<file path="src/rtl/pc_ctrl.sv">
// -----------------------------------------------------------------------------
// pc_ctrl
//   Program-counter owner for the fetch stage. It takes the execute stage's
//   control interface (jump target, jump enable, pipeline hold) and produces
//   the fetch address. A taken jump flushes the IF/ID and ID/EX registers. If
//   the instruction bus is busy when a jump is taken, the target is parked in
//   a pending register and applied once the bus releases.
//
// Parameters
//   RESET_ADDR : PC loaded on reset; this is the first fetch address
//   CNT_W      : width of the saturating taken-redirect counter
//
// Ports
//   clk            in   system clock, rising edge
//   rst            in   asynchronous active-high reset
//   jump_addr_i    in   jump/branch target from execute
//   jump_en_i      in   taken jump/branch from execute (same cycle)
//   hold_flag_i    in   pipeline hold request from execute
//   bus_hold_i     in   instruction bus busy; fetch address must not move
//   pc_o           out  current fetch address (registered)
//   pc_valid_o     out  pc_o is a legal fetch address (registered)
//   hold_pc_o      out  PC is not advancing this cycle (combinational)
//   flush_if_id_o  out  kill IF/ID register content (combinational)
//   flush_id_ex_o  out  kill ID/EX register content (combinational)
//   misalign_o     out  jump target low bits nonzero (combinational)
//   redirect_cnt_o out  saturating count of accepted redirects (registered)
// -----------------------------------------------------------------------------
module pc_ctrl #(
  parameter logic [31:0] RESET_ADDR = 32'h0000_0000,
  parameter int          CNT_W      = 16
) (
  input  logic             clk,
  input  logic             rst,
  input  logic [31:0]      jump_addr_i,
  input  logic             jump_en_i,
  input  logic             hold_flag_i,
  input  logic             bus_hold_i,
  output logic [31:0]      pc_o,
  output logic             pc_valid_o,
  output logic             hold_pc_o,
  output logic             flush_if_id_o,
  output logic             flush_id_ex_o,
  output logic             misalign_o,
  output logic [CNT_W-1:0] redirect_cnt_o
);

  localparam logic [1:0] S_BOOT    = 2'd0;
  localparam logic [1:0] S_RUN     = 2'd1;
  localparam logic [1:0] S_PENDING = 2'd2;

  logic [1:0]       r_state;
  logic [31:0]      r_pc;
  logic             r_pc_valid;
  logic [31:0]      r_pending_addr;
  logic [CNT_W-1:0] r_redirect_cnt;

  logic [31:0]      w_target;
  logic             w_in_run;
  logic             w_in_pending;
  logic             w_cnt_full;

  // Targets are always word aligned; misaligned low bits are reported, then dropped.
  assign w_target     = {jump_addr_i[31:2], 2'b00};
  assign w_in_run     = (r_state == S_RUN);
  assign w_in_pending = (r_state == S_PENDING);
  assign w_cnt_full   = &r_redirect_cnt;

  // State, PC, pending target and redirect counter.
  // NOTE: sequential state uses non-blocking assignments only so every
  // register samples pre-edge values regardless of statement order.
  always_ff @(posedge clk or posedge rst) begin
    if (rst) begin
      r_state        <= S_BOOT;
      r_pc           <= RESET_ADDR;
      r_pc_valid     <= 1'b0;
      r_pending_addr <= 32'h0;
      r_redirect_cnt <= '0;
    end else begin
      case (r_state)
        S_BOOT: begin
          // One settling cycle after reset; inputs are ignored.
          r_pc_valid <= 1'b1;
          r_state    <= S_RUN;
        end

        S_RUN: begin
          if (jump_en_i) begin
            if (!w_cnt_full) r_redirect_cnt <= r_redirect_cnt + 1'b1;
            if (bus_hold_i) begin
              r_pending_addr <= w_target;
              r_state        <= S_PENDING;
            end else begin
              r_pc <= w_target;
            end
          end else if (!(hold_flag_i || bus_hold_i)) begin
            r_pc <= r_pc + 32'd4;
          end
        end

        S_PENDING: begin
          // A jump here should not happen; if it does the newest target wins.
          if (jump_en_i) begin
            if (!w_cnt_full) r_redirect_cnt <= r_redirect_cnt + 1'b1;
            r_pending_addr <= w_target;
          end
          // hold_flag_i deliberately does not delay the parked redirect.
          if (!bus_hold_i) begin
            r_pc    <= jump_en_i ? w_target : r_pending_addr;
            r_state <= S_RUN;
          end
        end

        default: r_state <= S_BOOT;
      endcase
    end
  end

  // Hold and flush controls.
  // NOTE: every output gets a default before the conditions so no latch is inferred.
  always_comb begin
    hold_pc_o     = 1'b1;
    flush_if_id_o = 1'b0;
    flush_id_ex_o = 1'b0;
    misalign_o    = 1'b0;
    if (w_in_run) begin
      // A jump stalled by the bus still counts as a hold.
      hold_pc_o     = ~(jump_en_i & ~bus_hold_i) & (hold_flag_i | bus_hold_i);
      flush_if_id_o = jump_en_i;
      flush_id_ex_o = jump_en_i;
      misalign_o    = jump_en_i & (|jump_addr_i[1:0]);
    end else if (w_in_pending) begin
      // Whatever fetch returns while the redirect is parked is wrong-path.
      hold_pc_o     = 1'b1;
      flush_if_id_o = 1'b1;
      flush_id_ex_o = jump_en_i;
      misalign_o    = jump_en_i & (|jump_addr_i[1:0]);
    end
  end

  assign pc_o           = r_pc;
  assign pc_valid_o     = r_pc_valid;
  assign redirect_cnt_o = r_redirect_cnt;

endmodule

</file>
<file path="config.mk">
export PLATFORM = sky130hd
export DESIGN_NAME = pc_ctrl
export DESIGN_NICKNAME = d
export VERILOG_FILES = /design/src/rtl/pc_ctrl.sv
export SDC_FILE = /design/constraint.sdc
export NUM_CORES = 1
export LEC_CHECK = 0
export ABC_AREA = 1
export BUFFER_PORTS_ARGS = -buffer_cell sky130_fd_sc_hd__buf_2
export CAP_MARGIN = 20
export CELL_PAD_IN_SITES_DETAIL_PLACEMENT = 0
export CELL_PAD_IN_SITES_GLOBAL_PLACEMENT = 1
export CORE_MARGIN = 5
export CORE_UTILIZATION = 23
export DETAILED_ROUTE_END_ITERATION = 10
export GPL_ROUTABILITY_DRIVEN = 0
export PLACE_DENSITY = 0.56
export RECOVER_POWER = 25
export REMOVE_ABC_BUFFERS = 1
export SYNTH_ARGS = -nofsm -noshare
export SYNTH_HDL_FRONTEND = slang
export SYNTH_SLANG_ARGS = --single-unit
</file>
<file path="constraint.sdc">
create_clock -name clk -period 6.93 [get_ports clk]
set_clock_uncertainty 0.05 [all_clocks]
set_input_delay 1.386 -clock clk [delete_from_list [all_inputs] [get_ports clk]]
set_output_delay 1.386 -clock clk [all_outputs]
set_load 0.02 [all_outputs]
</file>
Word-level counts from Yosys, hierarchy flattened:

Index checks and enable logic that the tools add are counted.

* bits in registers: 83
* input port bits: 37
* output and inout port bits: 53
* word-level logic and storage cells: 51

* add/subtract/negate cells: 2
* equality and inequality tests: 7
* mux-type cells: 20
* bitwise gates (word level): 7
* reduce and logical (&&, ||, !) cells: 10

Operator list (number)
* $mux 32: 7
* $pmux 32 s2: 2
* $add 32x3->32 const B: 1
* $add 16x1->16 const B: 1
* $reduce_and 16->1: 1
* $reduce_and 3->1: 3
* $mux 1: 7
* $mux 2: 3
* $ne 2x2->1 const B: 3
* $ne 3x3->1 const B: 2
* $pmux 2 s3: 1
* $reduce_and 4->1: 1
* $reduce_or 2->1: 2
* $and 1x1->1: 3
* $not 1->1: 3
* $eq 2x1->1 const B: 1
* $eq 2x2->1 const B: 1
* $logic_not 2->1: 1
* $reduce_bool 2->1: 1
* $logic_or 1x1->1: 1
* $or 1x1->1: 1

Depth between registers and ports, before layout:

Gate-level depths: netlist of the first run.

* depth in word-level cells: 5
* depth in mapped cells: 11
* mapped depth without buffers: 10

Worst setup path before layout of the first run:

OpenSTA, ideal clock, no wires.

* path kind: input port to output port
* from: in jump_en_i
* to: out hold_pc_o
* arrival time: 2235 ps
* required time: 5494 ps
* path slack: 3259 ps
* stages: 3
* buffers on the path: 2
* path through: buf_4 -> clkbuf_1 -> o21ai_0

* longest elaborated chain between the ends: 4

RTL lines
* start: declaration: RTL line 35 `input logic jump_en_i,`
* $and 1x1->1: RTL line 127 `hold_pc_o = ~(jump_en_i & ~bus_hold_i) & (hold_flag_i | bus_hold_i);`
* $not 1->1: RTL line 127
* $and 1x1->1: RTL line 127
* $mux 1: RTL line 125 `if (w_in_run) begin`
* end: declaration: RTL line 40 `output logic hold_pc_o,`

Every way passes these cells.

Worst setup path after layout of the first run:

* from: in jump_en_i
* to: out misalign_o

* longest elaborated chain between the ends: 3

RTL lines
* $and 1x1->1 (*): RTL line 130, 136
* $mux 1: RTL line 131 `end else if (w_in_pending) begin`
* $mux 1 (*): RTL line 125
* end: declaration: RTL line 43 `output logic misalign_o,`

Mark *: on every way between the ends. The rest lies on a longest branch, timed or not.

==> results of run 1 <==
-- critical path, cell delays in order --
cell      delay, ns
buf_2          0.07
clkbuf_1       1.09
inv_4          0.30
a21oi_4        0.23
inv_2          0.07
nor2_1         0.08
buf_2          0.17
-- per-layer routing --
| metal | GRT usage (%) | wire, um | up-vias | part of all wire [%] |
|---|---|---|---|---|
| met1 | 16.58 | 7197 | 2047 | 48 |
| li1 | - | - | 2361 | - |
| met2 | 20.78 | 6979 | 68 | 46 |
| met5 | 0 | 28 | - | 0.19 |
| met4 | 3.223 | 168 | 6 | 1.1 |
| met3 | 3.606 | 720 | 16 | 4.8 |
-- logic make-up (layout without fill, tap and decap cells) --
| logic type | Yosys count | in the layout | synth area share (%) |
|---|---|---|---|
| buf+inv | 87 | 173 | 7.941 |
| flops | 83 | 83 | 42.25 |
| xor+xnor | 18 | 18 | 3.207 |
| fa+ha+maj | 5 | 5 | 1.273 |
| simple gates | 406 | 406 | 35.07 |
| compound gates | 91 | 91 | 10.26 |
-- through the flow --
| stage | power [mW] | cell area (um2) |
|---|---|---|
| CTS | 2.482 | 5878 |
| finish | 2.424 | 5849 |
| global route | 2.652 | 5849 |
| global placement | 1.979 | 5595 |
| detailed placement | 1.987 | 5595 |
| floorplan | 1.589 | 4782 |
-- worst paths after layout --
check | from | to | slack, ns | depth (start not counted)
min in group asynchronous | rst | pc_o[25]$_DFFE_PP0P_ | 1.31 | 2
min reg2reg | r_pending_addr[25]$_DFFE_PP0P_ | r_pending_addr[25]$_DFFE_PP0P_ | 0.42 | 2
max in group asynchronous | rst | redirect_cnt_o[12]$_DFFE_PP0P_ | 4.18 | 3
max reg2reg | r_state[0]$_DFFE_PP0P_ | pc_o[10]$_DFFE_PP0P_ | 4.46 | 9
max | jump_en_i | misalign_o | 2.09 | 7
min | r_pending_addr[25]$_DFFE_PP0P_ | r_pending_addr[25]$_DFFE_PP0P_ | 0.42 | 2
-- Yosys cell counts, types with 2 or more instances --
library cell  count  area share [%]
nand4_1           8             1.0
or2_2             3            0.38
nor2_4            7             1.6
nand2_1         244              19
a31oi_1           3            0.38
ha_1              5             1.3
nand3_1          39             4.0
nor3_1            9            0.92
clkbuf_1          2            0.15
inv_4             2            0.25
xor2_1           11             2.0
buf_2             9            0.92
nand2_2           3            0.38
inv_2             4            0.31
dfrtp_1          83              42
o21ai_2           3            0.53
nor2_1           83             6.3
a21oi_1          29             3.0
o21ai_1          12             1.2
a41oi_1           2            0.36
buf_6             2            0.46
buf_4             6            0.92
xnor2_1           7             1.2
o31ai_1           2            0.31
inv_1            61             4.7
nor2_2            2            0.25
nand3b_1          2            0.31
o21ai_0          35             3.6
-- final cells by class --
class | instances | area (um2)
fillers | 2371 | 15170
multi-input cells | 520 | 2446
flip-flops and latches | 83 | 2077
repair buffers | 92 | 441.7
well taps | 275 | 344.1
inverters | 67 | 257.7
clock buffers | 11 | 242.7
clock inverters | 3 | 40.04
-- state kept, by name, summed over array words and instances, names as in the netlist --
name and cells:
redirect_cnt_o 16, r_state 2, r_pending_addr 32, pc_o 32
pc_valid_o 1
-- power by group through the flow --
stage               Sequential [mW]  Clock (mW)  Combinational, mW
CTS                           0.903       0.498               1.08
detailed placement            0.909           0               1.08
global placement              0.913           0               1.07
floorplan                     0.965           0              0.625
finish                        0.897       0.480               1.05
global route                  0.934       0.518               1.20
==> key figures, run 1 <==
Yosys
  • Yosys reg bits: 83
  • Post-synth ARST share: 100.0%
  • Mapped cell area: 4916 um2
  • Avg Inst Size Synth: 7.125 um2
  • Cells after Synth: 690
  • Post-synth cell types: 40
  • Register area share after synthesis: 42.25%
  • Top FF cell, synth: dfrtp_1
  • Post-synth EDFFs: 0
  • Synthesis Warnings: 0

Route
  • Via Count: 4498
  • Vias per Instance: 4.280
  • DR iter-0 viols: 192
  • Antenna Nets Post-Route: 0
  • Final WL: 15090 um
  • # DRC: 0
  • WL/cell: 14.36 um
  • Total iterations of the first detailed-routing run: 4

Clocking
  • Setup bufs post-CTS: 0
  • Clk_lat worst skew: 0.34 ns
  • CTS Root Cell: clkbuf_16
  • Max H-tree Level: 3
  • CTS tree: done
  • CTS resizes: 0
  • Clock transition at the registers of the reported paths: 0.06 ns
  • Cts hold-fix bufs: 0
  • CTS max path bufs: 2
  • Num CTS Buffers: 9
  • Num Clock Sinks: 83

Finish
  • Syn-to-layout area delta: 18.99%
  • Ant diodes: 0
  • Final nets: 815
  • Fin cells: 1051
  • Share of cells above drive strength 1: 14.82%
  • Most frequent cells in the layout: nand2_1, nor2_1, dfrtp_1
  • Fin util: 27.83%
  • Most common cell after layout, fill and taps aside: nand2_1

Power
  • Power Dens Cells: 414.4 nW/um2
  • Internal power: 1.294 mW
  • Sw Ratio: 46.62%
  • Clock power frac: 19.8%
  • Static leakage: 2.837 nW
  • Gate power share: 43.2%
  • Reg power frac: 37.0%
  • Peak VDD IR: 0.1310 mV
  • Net Sw Power: 1.130 mW

Place
  • DP HPWL: 10640 um
  • PortBufs: 89
  • Number of placed instances with taps included: 1037
  • Dpl ws: 3.020 ns

STA
  • Worst Max-Slew Pin Slew: 1.515 ns
  • Peak Freq: 206.5 MHz
  • Setup TNS: 0 ns
  • Slew headroom: -0.9808%
  • RSZ-0062 raised after global routing: no
  • Fin crit period: 4.842 ns
  • # setup viols final: 0
  • Setup ws final: 2.088 ns
  • Hold Violations, Final: 0
  • Final slew viol count: 27
  • Hold_ws: 0.4221 ns
  • Fin crit share: 69.87%

Floorplan
  • Starting Density: 23.39%
  • Die area: 24400 um2
  • I/O pin total: 90
  • Rows: 53
  • Core ar.: 21020 um2
  • Die W: 156.2 um
  • Die height: 156.2 um

Worst setup path
  • Startpoint Class: input pin
  • Crit end category: output pin
  • Worst-path maximum fanout: 26
  • Worst path required time: 5.49 ns
  • Setup Crit Path Kind: in -> out
  • CP arrival: 3.41 ns

GRT
  • Vias in the first global route: 4462
  • Total gr overflow: 0
  • Initial antenna violation count: 3
  • First-pass GRT wire length: 24430 um
  • Tot GR Track Use: 12.69%
  • Largest net degree at the start of global routing: 56

Worst hold path
  • Hold Path Class: reg -> reg

Outcome
  • Status: complete, but fails checks
  • Failing checks: max-capacitance violations, max-slew violations

Flow run
  • Max Cap Viol: 1
Power figures use the tool's default switching activity.
==> inputs of run 2 (changes only) <==
==> constraint.sdc (replaced) <==
create_clock -name clk -period 4.85 [get_ports clk]
set_clock_uncertainty 0.05 [all_clocks]
set_input_delay 0.97 -clock clk [delete_from_list [all_inputs] [get_ports clk]]
set_output_delay 0.97 -clock clk [all_outputs]
set_load 0.02 [all_outputs]
==> run 2 against run 1 <==
  * The run still ends with max-capacitance violations, max-slew violations left
  * Sequential power grew 43%
  * Routed wire length grew 1.2%
  * Non-clock buffer count grew 1
  * Largest power group unchanged
==> key figures, run 2 (synthesized netlist as in run 1, its figures left out) <==
Worst setup path
  • Reg-to-reg endpoint: r_pending_addr[12]$_DFFE_PP0P_
  • CP arrival: 3.51 ns
  • Startpoint Class: flip-flop
  • Setup Crit Path Kind: reg -> reg
  • Worst-path maximum fanout: 36
  • Crit end category: flip-flop
  • Worst path required time: 5.02 ns
  • Reg2reg setup slack: 1.51 ns
  • R2R Path Start: r_state[1]$_DFFE_PP0P_
  • Reg2Reg Depth: 10

Floorplan
  • Die area: 24400 um2
  • Starting Density: 23.39%
  • I/O pin total: 90
  • Rows: 53
  • Die W: 156.2 um
  • Core ar.: 21020 um2
  • Die height: 156.2 um

Clocking
  • Num Clock Sinks: 83
  • CTS resizes: 0
  • Setup bufs post-CTS: 0
  • CTS max path bufs: 2
  • Clk_lat worst skew: 0.36 ns
  • CTS Root Cell: clkbuf_16
  • CTS tree: done
  • Num CTS Buffers: 9
  • Clock transition at the registers of the reported paths: 0.06 ns
  • Max H-tree Level: 3
  • Cts hold-fix bufs: 0

Worst hold path
  • Hold path startpoint: pc_valid_o$_DFFE_PP0P_
  • Worst Hold Endpoint: pc_valid_o$_DFFE_PP0P_
  • Hold Path Class: reg -> reg
  • Hold depth: 1

STA
  • Fin crit period: 3.342 ns
  • # setup viols final: 0
  • Hold_ws: 0.4155 ns
  • Hold Violations, Final: 0
  • Final slew viol count: 46
  • Peak Freq: 299.2 MHz
  • Setup TNS: 0 ns
  • Slew headroom: -49.63%
  • Fin crit share: 68.91%
  • Worst Max-Slew Pin Slew: 2.232 ns
  • RSZ-0062 raised after global routing: no

Finish
  • Final nets: 816
  • Syn-to-layout area delta: 20.18%
  • Most common cell after layout, fill and taps aside: nand2_1
  • Most frequent cells in the layout: nand2_1, buf_2, nor2_1, dfrtp_1, inv_1
  • Finished layout cell area: 5908 um2
  • Share of cells above drive strength 1: 16.86%

GRT
  • Tot GR Track Use: 12.96%
  • Vias in the first global route: 4498
  • Initial antenna violation count: 4
  • Total gr overflow: 0
  • Largest net degree at the start of global routing: 46
  • First-pass GRT wire length: 24950 um

Power
  • Static leakage: 2.910 nW
  • Peak VDD IR: 0.2725 mV
  • Power Dens Cells: 600.5 nW/um2
  • Overall Power: 3.548 mW

Route
  • Vias per Instance: 4.236
  • # DRC: 0
  • Final WL: 15280 um
  • Antenna Nets Post-Route: 0
  • Total iterations of the first detailed-routing run: 5
  • Via Count: 4461
  • WL/cell: 14.51 um
  • DR iter-0 viols: 166

Place
  • PortBufs: 89
  • Placed cell area: 5603 um2
  • DP HPWL: 10850 um

Outcome
  • Failing checks: max-capacitance violations, max-slew violations
  • Status: complete, but fails checks

Flow run
  • Max Cap Viol: 1
-- run 2: changes by cell type in the layout (fill, tap and decap cells not counted), sizes merged --
| cell | change |
|---|---|
| diode | +1 |
| buf | +17 |
| clkbuf | -15 |
| bufinv | +1 |
| clkinv | -2 |
-- run 2: per-layer routing --
layer | GRT usage [%] | part of all wire, % | wire (um)
met1 | 17.27 | 48 | 7260
met2 | 20.73 | 47 | 7123
met3 | 3.828 | 4.7 | 720
met4 | 3.223 | 0.89 | 136
met5 | 0 | 0.23 | 35
-- run 2: report_power, final --
| group | total, mW | internal [mW] | switching [mW] | leakage [nW] |
|---|---|---|---|---|
| clock network | 0.767 | 0.474 | 0.293 | 0.155 |
| registers | 1.28 | 0.973 | 0.311 | 1.03 |
| logic | 1.50 | 0.481 | 1.02 | 1.73 |
| total | 3.55 | 1.93 | 1.62 | 2.91 |
-- run 2: worst max-delay path, cell delays in order, from the launching register on --
cell and delay [ns]:
dfrtp_1 0.38, inv_1 0.10, ha_1 0.26, inv_1 0.12
a21oi_4 0.18, inv_2 0.07, nor2_4 0.06, clkbuf_1 1.02
inv_2 0.66, nand2_1 0.21, o21ai_2 0.07
-- run 2: worst max-delay path by stage --
stage | from | to | slack, ns | cells past startpoint
after global routing | r_state[0]$_DFFE_PP0P_ | r_pending_addr[11]$_DFFE_PP0P_ | 1.02 | 10
after floorplan | rst | pc_o[0]$_DFFE_PP0P_ | 1.69 | 1
final | r_state[1]$_DFFE_PP0P_ | r_pending_addr[12]$_DFFE_PP0P_ | 1.51 | 10
after CTS | r_state[1]$_DFFE_PP0P_ | hold_pc_o | 1.99 | 6
after global placement | jump_en_i | pc_o[10]$_DFFE_PP0P_ | 1.88 | 8
after detailed placement | jump_en_i | pc_o[10]$_DFFE_PP0P_ | 1.85 | 8
-- run 2: layout make-up --
| class | instances | area [um2] |
|---|---|---|
| Fill cell | 2355 | 15110 |
| Multi-Input combinational cell | 520 | 2441 |
| Clock inverter | 2 | 60.06 |
| Timing Repair Buffer | 93 | 469.2 |
| Sequential cell | 83 | 2077 |
| Tap cell | 275 | 344.1 |
| Inverter | 67 | 257.7 |
| Clock buffer | 12 | 256.5 |
| Antenna cell | 1 | 2.502 |
-- run 2: through the flow --
stage | utilization [%] | setup slack [ns] | std cells
detailed placement | 26.65 | 1.849 | 1038
floorplan | - | 1.693 | 670
global route | 28.09 | 1.019 | 1052
finish | 28.11 | 1.508 | 1053
CTS | 28.16 | 1.989 | 1052
global placement | 26.65 | 1.878 | 1038
